File: src/rtl/stopwatch_pkg.sv
// Shared types and digit moduli for the stopwatch counter chain.
package stopwatch_pkg;

    typedef enum logic [1:0] {
        CNT_DOWN0 = 2'b00,
        CNT_DOWN1 = 2'b01,
        CNT_UP    = 2'b10,
        CNT_HOLD  = 2'b11
    } cnt_mode_e;

    localparam int unsigned SEC_UNITS_MOD = 10;
    localparam int unsigned SEC_TENS_MOD  = 6;

endpackage

File: src/rtl/modn_next.sv
// Combinational next-count for a modulo-N digit: wrap (default) or saturate when
// MODN_CNT_SATURATE_EN is defined. Illegal counts recover to 0.
module modn_next
    import stopwatch_pkg::*;
#(
    parameter int unsigned MODULUS = 6,
    parameter int unsigned WIDTH   = $clog2(MODULUS)
) (
    input  logic [WIDTH-1:0] count_i,
    input  logic [1:0]       mode_i,
    input  logic             en_i,
    output logic [WIDTH-1:0] next_o
);

    localparam logic [WIDTH-1:0] MaxVal = WIDTH'(MODULUS - 1);
    localparam logic [WIDTH-1:0] One    = WIDTH'(1);

    always_comb begin
        next_o = count_i;
        if (count_i > MaxVal) begin
            next_o = '0;
        end else if (en_i) begin
            case (cnt_mode_e'(mode_i))
                CNT_UP: begin
                    if (count_i == MaxVal) begin
`ifdef MODN_CNT_SATURATE_EN
                        next_o = MaxVal;
`else
                        next_o = '0;
`endif
                    end else begin
                        next_o = count_i + One;
                    end
                end
                CNT_DOWN0, CNT_DOWN1: begin
                    if (count_i == '0) begin
`ifdef MODN_CNT_SATURATE_EN
                        next_o = '0;
`else
                        next_o = MaxVal;
`endif
                    end else begin
                        next_o = count_i - One;
                    end
                end
                default: next_o = count_i;
            endcase
        end
    end

endmodule

File: src/rtl/modn_updown_counter.sv
// Modulo-N up/down digit with parallel load, load-range error pulse and cascade outputs.
// Build with MODN_CNT_SATURATE_EN to saturate at the ends instead of wrapping.
module modn_updown_counter
    import stopwatch_pkg::*;
#(
    parameter int unsigned MODULUS = 6,
    parameter int unsigned WIDTH   = $clog2(MODULUS)
) (
    input  logic             clk,
    input  logic             reset,
    input  logic             en_i,
    input  logic [1:0]       mode_i,
    input  logic             load_i,
    input  logic [WIDTH-1:0] load_val_i,
    output logic [WIDTH-1:0] count_o,
    output logic             carry_o,
    output logic             borrow_o,
    output logic             tc_o,
    output logic             load_err_o
);

    localparam logic [WIDTH-1:0] MaxVal = WIDTH'(MODULUS - 1);

    logic [WIDTH-1:0] count_d, count_q, next_count;
    logic             load_err_d, load_err_q;
    logic             is_up, is_down, at_max, at_zero;

    modn_next #(
        .MODULUS (MODULUS),
        .WIDTH   (WIDTH)
    ) u_next (
        .count_i (count_q),
        .mode_i  (mode_i),
        .en_i    (en_i),
        .next_o  (next_count)
    );

    always_comb begin
        count_d    = next_count;
        load_err_d = 1'b0;
        if (load_i) begin
            if (load_val_i > MaxVal) begin
                count_d    = '0;
                load_err_d = 1'b1;
            end else begin
                count_d = load_val_i;
            end
        end
    end

    always_ff @(posedge clk) begin
        if (reset) begin
            count_q    <= '0;
            load_err_q <= 1'b0;
        end else begin
            count_q    <= count_d;
            load_err_q <= load_err_d;
        end
    end

    // Cascade outputs look at the current state only, so a load never hides a carry.
    always_comb begin
        is_up   = (cnt_mode_e'(mode_i) == CNT_UP);
        is_down = ~mode_i[1];
        at_max  = (count_q == MaxVal);
        at_zero = (count_q == '0);
    end

    assign count_o    = count_q;
    assign load_err_o = load_err_q;
    assign carry_o    = en_i & is_up & at_max;
    assign borrow_o   = en_i & is_down & at_zero;
    assign tc_o       = (is_up & at_max) | (is_down & at_zero);

endmodule

File: config.mk
export PLATFORM = sky130hd
export DESIGN_NAME = modn_updown_counter
export DESIGN_NICKNAME = d
export VERILOG_FILES = /design/src/rtl/stopwatch_pkg.sv /design/src/rtl/modn_next.sv /design/src/rtl/modn_updown_counter.sv
export SDC_FILE = /design/constraint.sdc
export NUM_CORES = 1
export LEC_CHECK = 0
export CAP_MARGIN = 0
export CORE_AREA = 2 2 39 41
export CTS_BUF_LIST = sky130_fd_sc_hd__clkbuf_2
export DETAILED_ROUTE_END_ITERATION = 10
export DIE_AREA = 0 0 41 43
export DONT_BUFFER_PORTS = 1
export HOLD_SLACK_MARGIN = 0.05
export PLACE_DENSITY_LB_ADDON = 0.05
export SLEW_MARGIN = 25
export SYNTH_ARGS = -nofsm -noshare
export SYNTH_HDL_FRONTEND = slang
export SYNTH_SLANG_ARGS = --single-unit
File: constraint.sdc
create_clock -name clk -period 1.2 [get_ports clk]
set_input_delay 0.24 -clock clk [delete_from_list [all_inputs] [get_ports clk]]
set_output_delay 0.24 -clock clk [all_outputs]
set_load 0.005 [all_outputs]
==> impl_results.md, run 1 <==
- Status: complete, but fails checks
- Violated checks: negative setup slack
- Post-CTS Hold Buffers: 0
- Net count, final: 61
- Clk slew on worst S/H paths: 0.04 ns
- TritonCTS Sinks: 4
- Routed Antenna Nets: 0
- Die Width: 41 µm
- Die area: 0.00176 mm²
- Worst VDD drop: 452 µV
- Syn_area_per_cell: 7.62 µm²
- H-tree Lvls: 1
- Num rows: 14
- Area Overhead vs Synth: 41.8%
- Initial antenna violation count: 0
- Syn Std Cell Area: 335 µm²
- Layout cells sized above 1: between 50% and 60%
- Lkg Pwr: 0.173 nW
- Post-Route WL: 1030 µm
- Slew Viols, Final: 0
- # port buffers: 0
- First-pass GRT wire length: between 1500 and 2000 µm
- Clock Latency Late Sink: 0.21 ns
- Endpoint class of the critical path: primary output
- Top sig layer: met3
- CP arrival: 1.05 ns
- M1 WL: 394 µm
- Setup crit start kind: register
- Hold WC Path Type: in2reg
- Largest fanout on the critical path: 4
- TritonCTS buffer count: 3
- Slew margin rel.: 79.6%
- DR DRC count: 0
- Worst path cell trace: or3_4 > a21oi_4
- Io pins: 16
- Final worst slack: -0.0945 ns
- RSZ-0062 raised after global routing: yes
- Gpl congestion: 0.676
- Post-DP Area: 369 µm²
- Post-synth cell types: 28
- Initial Util: 24.2%
- Power per cell area: 925 mW/mm²
- Final core area utilization: 34.4%
- Via count: 350
- Die H: 43 µm
- Final period util: 108%
- Fin. Hold Viols: 0
- Critical path class: reg2out
- Drt first pass iters: 3
- Gr usage total: a little over an eighth
- Max_cap viols: 0
- CTS tree: yes
- Met2 routed WL: 492 µm
- DPL Wire Length: 686 µm
- WP data required: between 0.9 and 1 ns
- Finished Cell Area: 475 µm²
- Clock Tree Buf Depth: 2
- Critical path's largest stage delay: 0.37 ns
- Placeable Area: 0.00138 mm²
- Drt via density: between 5 and 6
- Slew @ Worst Pin: just over 0.3 ns
- TNS Setup: -0.255 ns
- Largest net degree at the start of global routing: 11
- Diodes inserted: 0
- Ys Warns: 0
- Synth Net Count: 53
- Max Fclk: around 770 MHz
- # setup viols final: 6
- Sequential-to-total area share from yosys stat: between 20% and 30%
- Worst slack at placement: 0.00233 ns
- Total of flip-flops plus latches after synthesis: 4
- Routed len/inst: 15.5 µm
- CP Buf/Inv Count: 0
- Largest delay share family, worst path: simple AND/OR/NAND/NOR gates
- Post-Syn Instances: 44
- Crit-path slowest cell: or3_4
- Clock skew: 0.00289 ns
- Minimum clock period: 1.29 ns
- Vias in the first global route: 362
- DR iter-0 viols: 5
- GR Overflow Total: 0
- CTS root buffer: clkbuf_2
- Routed wl met3: roughly 140 µm
- Fillers: 156
- Total power: 0.440 mW
[through the flow]
step,hold slack (ns),cells
CTS,0.0805,66
detailed placement,0.305,61
floorplan,0.302,44
global placement,0.306,61
finish,0.0934,66
global route,0.0691,66
[state kept, by name, indices dropped and copies added (netlist names)]
register,count
count_o,3
load_err_o,1
[power breakdown]
part	internal [mW]	total, mW	switching [mW]
Sequential	0.145	0.157	0.0119
Combinational	0.0848	0.162	0.0770
Clock	0.0671	0.121	0.0537
[final cells by class]
type | count | area, µm² | area share [%]
Clock buffer | 3 | 15.0 | 3.16
Inverter | 1 | 3.75 | 0.789
Multi-Input combinational cell | 35 | 294 | 61.8
Sequential cell | 4 | 86.3 | 18.2
Tap cell | 16 | 20.0 | 4.21
Timing Repair Buffer | 7 | 56.3 | 11.8
[layer usage]
layer	vias to the layer above	track usage [%]
met2	14	21.9
met5	-	0
met1	163	14.3
li1	173	-
met4	0	0
met3	0	11.5
[cell usage in the layout, fill, tap and decap left out, drive strengths merged]
| cell type | instances |
|---|---|
| nor3 | 2 |
| xnor2 | 1 |
| a211oi | 1 |
| clkbuf | 3 |
| nor2 | 4 |
| and3b | 1 |
| nand4b | 1 |
| nand2b | 1 |
| or3b | 1 |
| nor2b | 2 |
| nand3b | 1 |
| and3 | 1 |
| a311oi | 1 |
| a21oi | 5 |
| buf | 7 |
| inv | 1 |
| nor3b | 2 |
| xor2 | 1 |
| dfxtp | 4 |
| nor4 | 2 |
| a31oi | 1 |
| o22ai | 1 |
| a21o | 1 |
| nand2 | 3 |
| or3 | 2 |
[final timing paths]
path / startpoint / cells past startpoint / slack, ns / to
max: count_o[2] / 2 / -0.09 / tc_o
max reg2reg: count_o[2] / 5 / -0.08 / count_o[2]
min: reset / 1 / 0.09 / count_o[2]
min reg2reg: count_o[0] / 3 / 0.69 / count_o[0]
[synth_stat cells (all sizes together)]
master  number  area share [%]
a211oi       1             2.2
a21o         1             2.2
a21oi        5             8.6
a311oi       1             2.6
a31oi        1             1.9
and3         1             1.9
and3b        1             2.6
buf          4             8.6
dfxtp        4              24
inv          1             1.1
nand2        3             3.4
nand2b       1             1.9
nand3b       1             2.2
nand4b       1             2.6
nor2         4             4.5
nor2b        2             3.7
nor3         2             4.5
nor3b        2             4.5
nor4         2             3.7
o22ai        1             1.9
or3          2             3.7
or3b         1             2.6
xnor2        1             2.6
xor2         1             2.6
[kinds of logic (layout without fill, tap and decap cells)]
logic type                after synthesis  count (layout)  synth area share [%]
AOI/OAI and AO/OA                      10              10                  19.4
DFF                                     4               4                  23.9
and+or+nand+nor                        23              23                  41.8
buffers and inverters                   5              11                  9.70
xor gates and xnor gates                2               2                  5.22
[repair_timing]
action                                  4_1_cts  5_1_grt
buffers inserted                              2        0
pin swaps                                     5        1
endpoints found under the setup margin        4        6
resized for setup                            11        7
(Power assumes the default switching activity.)
==> run 2, diff against run 1 <==
--- a/config.mk
+++ b/config.mk
@@ -11,8 +11,8 @@
 export DETAILED_ROUTE_END_ITERATION = 10
 export DIE_AREA = 0 0 41 43
 export DONT_BUFFER_PORTS = 1
+export GPL_TIMING_DRIVEN = 0
 export HOLD_SLACK_MARGIN = 0.05
-export PLACE_DENSITY_LB_ADDON = 0.05
 export SLEW_MARGIN = 25
 export SYNTH_ARGS = -nofsm -noshare
 export SYNTH_HDL_FRONTEND = slang
==> constraint.sdc (replaced) <==
create_clock -name clk -period 1.5 [get_ports clk]
set_input_delay 0.3 -clock clk [delete_from_list [all_inputs] [get_ports clk]]
set_output_delay 0.3 -clock clk [all_outputs]
set_load 0.005 [all_outputs]
==> run 2 against run 1 <==
The run now ends clean. Design area shrank 15%. Global-route usage is 3.0 points lower. Clock skew down 0.00097 ns. Worst setup slack better by 0.13 ns. Via count shrank 4.9%. Core utilization is 5.2 points lower. Cell count decreased by 3.0%. Non-clock buffer count is 2 lower. Clock-buffer cell count stayed put. Critical path type unchanged.
==> impl_results.md, run 2 (synthesis gave the netlist of run 1 again) <==
- Status: finished, final reports clean (was complete, but fails checks)
- Inst Count DP: 60 (was 61)
- Hold depth: 1 (unchanged)
- TritonCTS Sinks: 4 (unchanged)
- Hold_sp: reset (unchanged)
- Drt via density: 5.20 (was 5.30)
- Largest fanout on the critical path: 9 (was 4)
- Layout cells sized above 1: 31.3% (was 52.0%)
- RSZ-0062 raised after global routing: yes (unchanged)
- Die Width: 41 µm (unchanged)
- Internal power: 0.222 mW (was 0.297 mW)
- Placeable Area: 0.00138 mm² (unchanged)
- Met2 routed WL: 326 µm (was 492 µm)
- Num rows: 14 (unchanged)
- Area Overhead vs Synth: 20.5% (was 41.8%)
- R2r worst-path depth: 6 (was 5)
- Routed Antenna Nets: 0 (unchanged)
- Clock share of power: 29.8% (was 27.5%)
- CTS tree: yes (unchanged)
- Slew @ Worst Pin: 0.319 ns (was 0.304 ns)
- TNS Setup: 0 ns (was -0.255 ns)
- Final worst slack: 0.0385 ns (was -0.0945 ns)
- Switching part of the total: 30.8% (was 32.4%)
- Post-Layout Cell Count: 64 (was 66)
- Flop2flop setup slack: 0.14 ns (was -0.08 ns)
- Largest net degree at the start of global routing: 11 (unchanged)
- Gpl congestion: 0.725 (was 0.676)
- Drt first pass iters: 4 (was 3)
- GR Overflow Total: 0 (unchanged)
- Worst R2R Start: count_o[2] (unchanged)
- Max Fclk: about 680 MHz
- Most frequent cells in the layout: 4 x nor2_1, 3 x buf_6, 3 x nand2_1, 3 x a21oi_1, 3 x clkbuf_2 (was 6 x buf_4, 3 x nand2_1, 3 x clkbuf_2)
- Max_cap viols: 0 (unchanged)
- Critical path class: reg2out (unchanged)
- Routed len/inst: 12.1 µm (was 15.5 µm)
- Lkg Pwr: 0.155 nW (was 0.173 nW)
- First-pass GRT wire length: 1270 µm (was 1660 µm)
- Worst VDD drop: 138 µV (was 452 µV)
- Clk slew on worst S/H paths: 0.04 ns (about the same)
- Die H: 43 µm (unchanged)
- Endpoint class of the critical path: primary output (unchanged)
- Sw Pwr: 0.0987 mW (was 0.143 mW)
- Slew margin rel.: 78.5% (was 79.6%)
- Vias in the first global route: 287 (was 362)
- Diodes inserted: 0 (unchanged)
- Power per cell area: 793 mW/mm² (was 925 mW/mm²)
- Io pins: 16 (unchanged)
- Clock Tree Buf Depth: 2 (unchanged)
- DPL Wire Length: 560 µm (was 686 µm)
- Routed wl met3: 79 µm (was 140 µm)
- DR iter-0 viols: 2 (was 5)
- Via count: 333 (was 350)
- Flop pwr share: 38.3% (was 35.8%)
- Post-Route WL: 775 µm (was 1030 µm)
- Hold WC Path Type: in2reg (unchanged)
- Gr usage total: 10.7% (was 13.7%)
- # setup viols final: 0 (was 6)
- TritonCTS buffer count: 3 (unchanged)
- DR DRC count: 0 (unchanged)
- Worst slack at placement: 0.152 ns (was 0.00233 ns)
- Post-CTS Hold Buffers: 0 (unchanged)
- Die area: 0.00176 mm² (unchanged)
- CP arrival: 1.16 ns (was 1.05 ns)
- M1 WL: 338 µm (was 394 µm)
- CTS root buffer: clkbuf_2 (unchanged)
- WP data required: 1.20 ns (was 0.96 ns)
- Worst Hold Endpoint: count_o[2] (unchanged)
- Initial Util: 24.2% (unchanged)
- Minimum clock period: 1.46 ns
- Largest register FFs: 3 (unchanged)
- # port buffers: 0 (unchanged)
- Critical R2R Capture: count_o[2] (unchanged)
- Top sig layer: met4 (was met3)
- Logic pwr share: 31.9% (was 36.8%)
- Fin. Hold Viols: 0 (unchanged)
- Initial antenna violation count: 0 (unchanged)
- Net count, final: 59 (was 61)
- Most common cell after layout, fill and taps aside: nor2_1 (was buf_4)
- Setup crit start kind: register (unchanged)
- Slew Viols, Final: 0 (unchanged)
- Clock Latency Late Sink: 0.20 ns (was 0.21 ns)
- H-tree Lvls: 1 (unchanged)
- Final period util: a little over nine tenths
- Clock skew: 0.00192 ns (was 0.00289 ns)
run 2: power by group through the flow:
stage	combinational, mW	clock [mW]	sequential [mW]
6_report	0.102	0.0956	0.123
5_1_grt	0.113	0.109	0.124
3_3_place_gp	0.0870	0	0.122
4_1_cts	0.0995	0.102	0.123
3_5_place_dp	0.0879	0	0.122
2_1_floorplan	0.0763	0	0.121
run 2: worst max-delay path by stage:
| stage | startpoint | endpoint | slack, ns | depth (start not counted) |
|---|---|---|---|---|
| 2_1_floorplan | count_o[0] | tc_o | 0.22 | 3 |
| 3_3_place_gp | count_o[0] | tc_o | 0.16 | 3 |
| 3_5_place_dp | count_o[0] | tc_o | 0.15 | 3 |
| 4_1_cts | count_o[0] | tc_o | 0.01 | 3 |
| 5_1_grt | count_o[0] | tc_o | -0.02 | 3 |
| 6_report | count_o[0] | tc_o | 0.04 | 3 |
run 2: metal layers:
metal | global-route usage (%) | vias up
li1 | - | 168
met1 | 14.0 | 147
met2 | 13.4 | 14
met3 | 2.62 | 4
met4 | 10.0 | 0
met5 | 0 | -
run 2: layout make-up:
cell class | instances | area (µm²)
multi-input cells | 35 | 236
inverters | 1 | 3.75
flip-flops and latches | 4 | 82.6
repair buffers | 1 | 7.51
clock buffers | 3 | 15.0
fillers | 159 | 980
well taps | 16 | 20.0
plain buffers | 4 | 38.8
run 2: critical path, cell delays in order, from the launching register on:
cell	delay [ns]
dfxtp_2	0.32
buf_6	0.13
or3_4	0.36
a21oi_2	0.14
run 2: timing repair:
action,4_1_cts,5_1_grt
gates resized for setup,6,2
buffers inserted,1,0
gates cloned,0,0
setup endpoints to repair,2,2
pin swaps,2,0
run 2: stage by stage:
| step | hold WS [ns] | cell area [µm²] | util (%) | power, mW |
|---|---|---|---|---|
| global placement | 0.372 | 355 | 25.7 | 0.209 |
| CTS | 0.143 | 394 | 28.5 | 0.324 |
| global route | 0.145 | 404 | 29.2 | 0.346 |
| finish | 0.152 | 404 | 29.2 | 0.321 |
| floorplan | 0.370 | 335 | - | 0.198 |
| detailed placement | 0.372 | 355 | 25.7 | 0.210 |
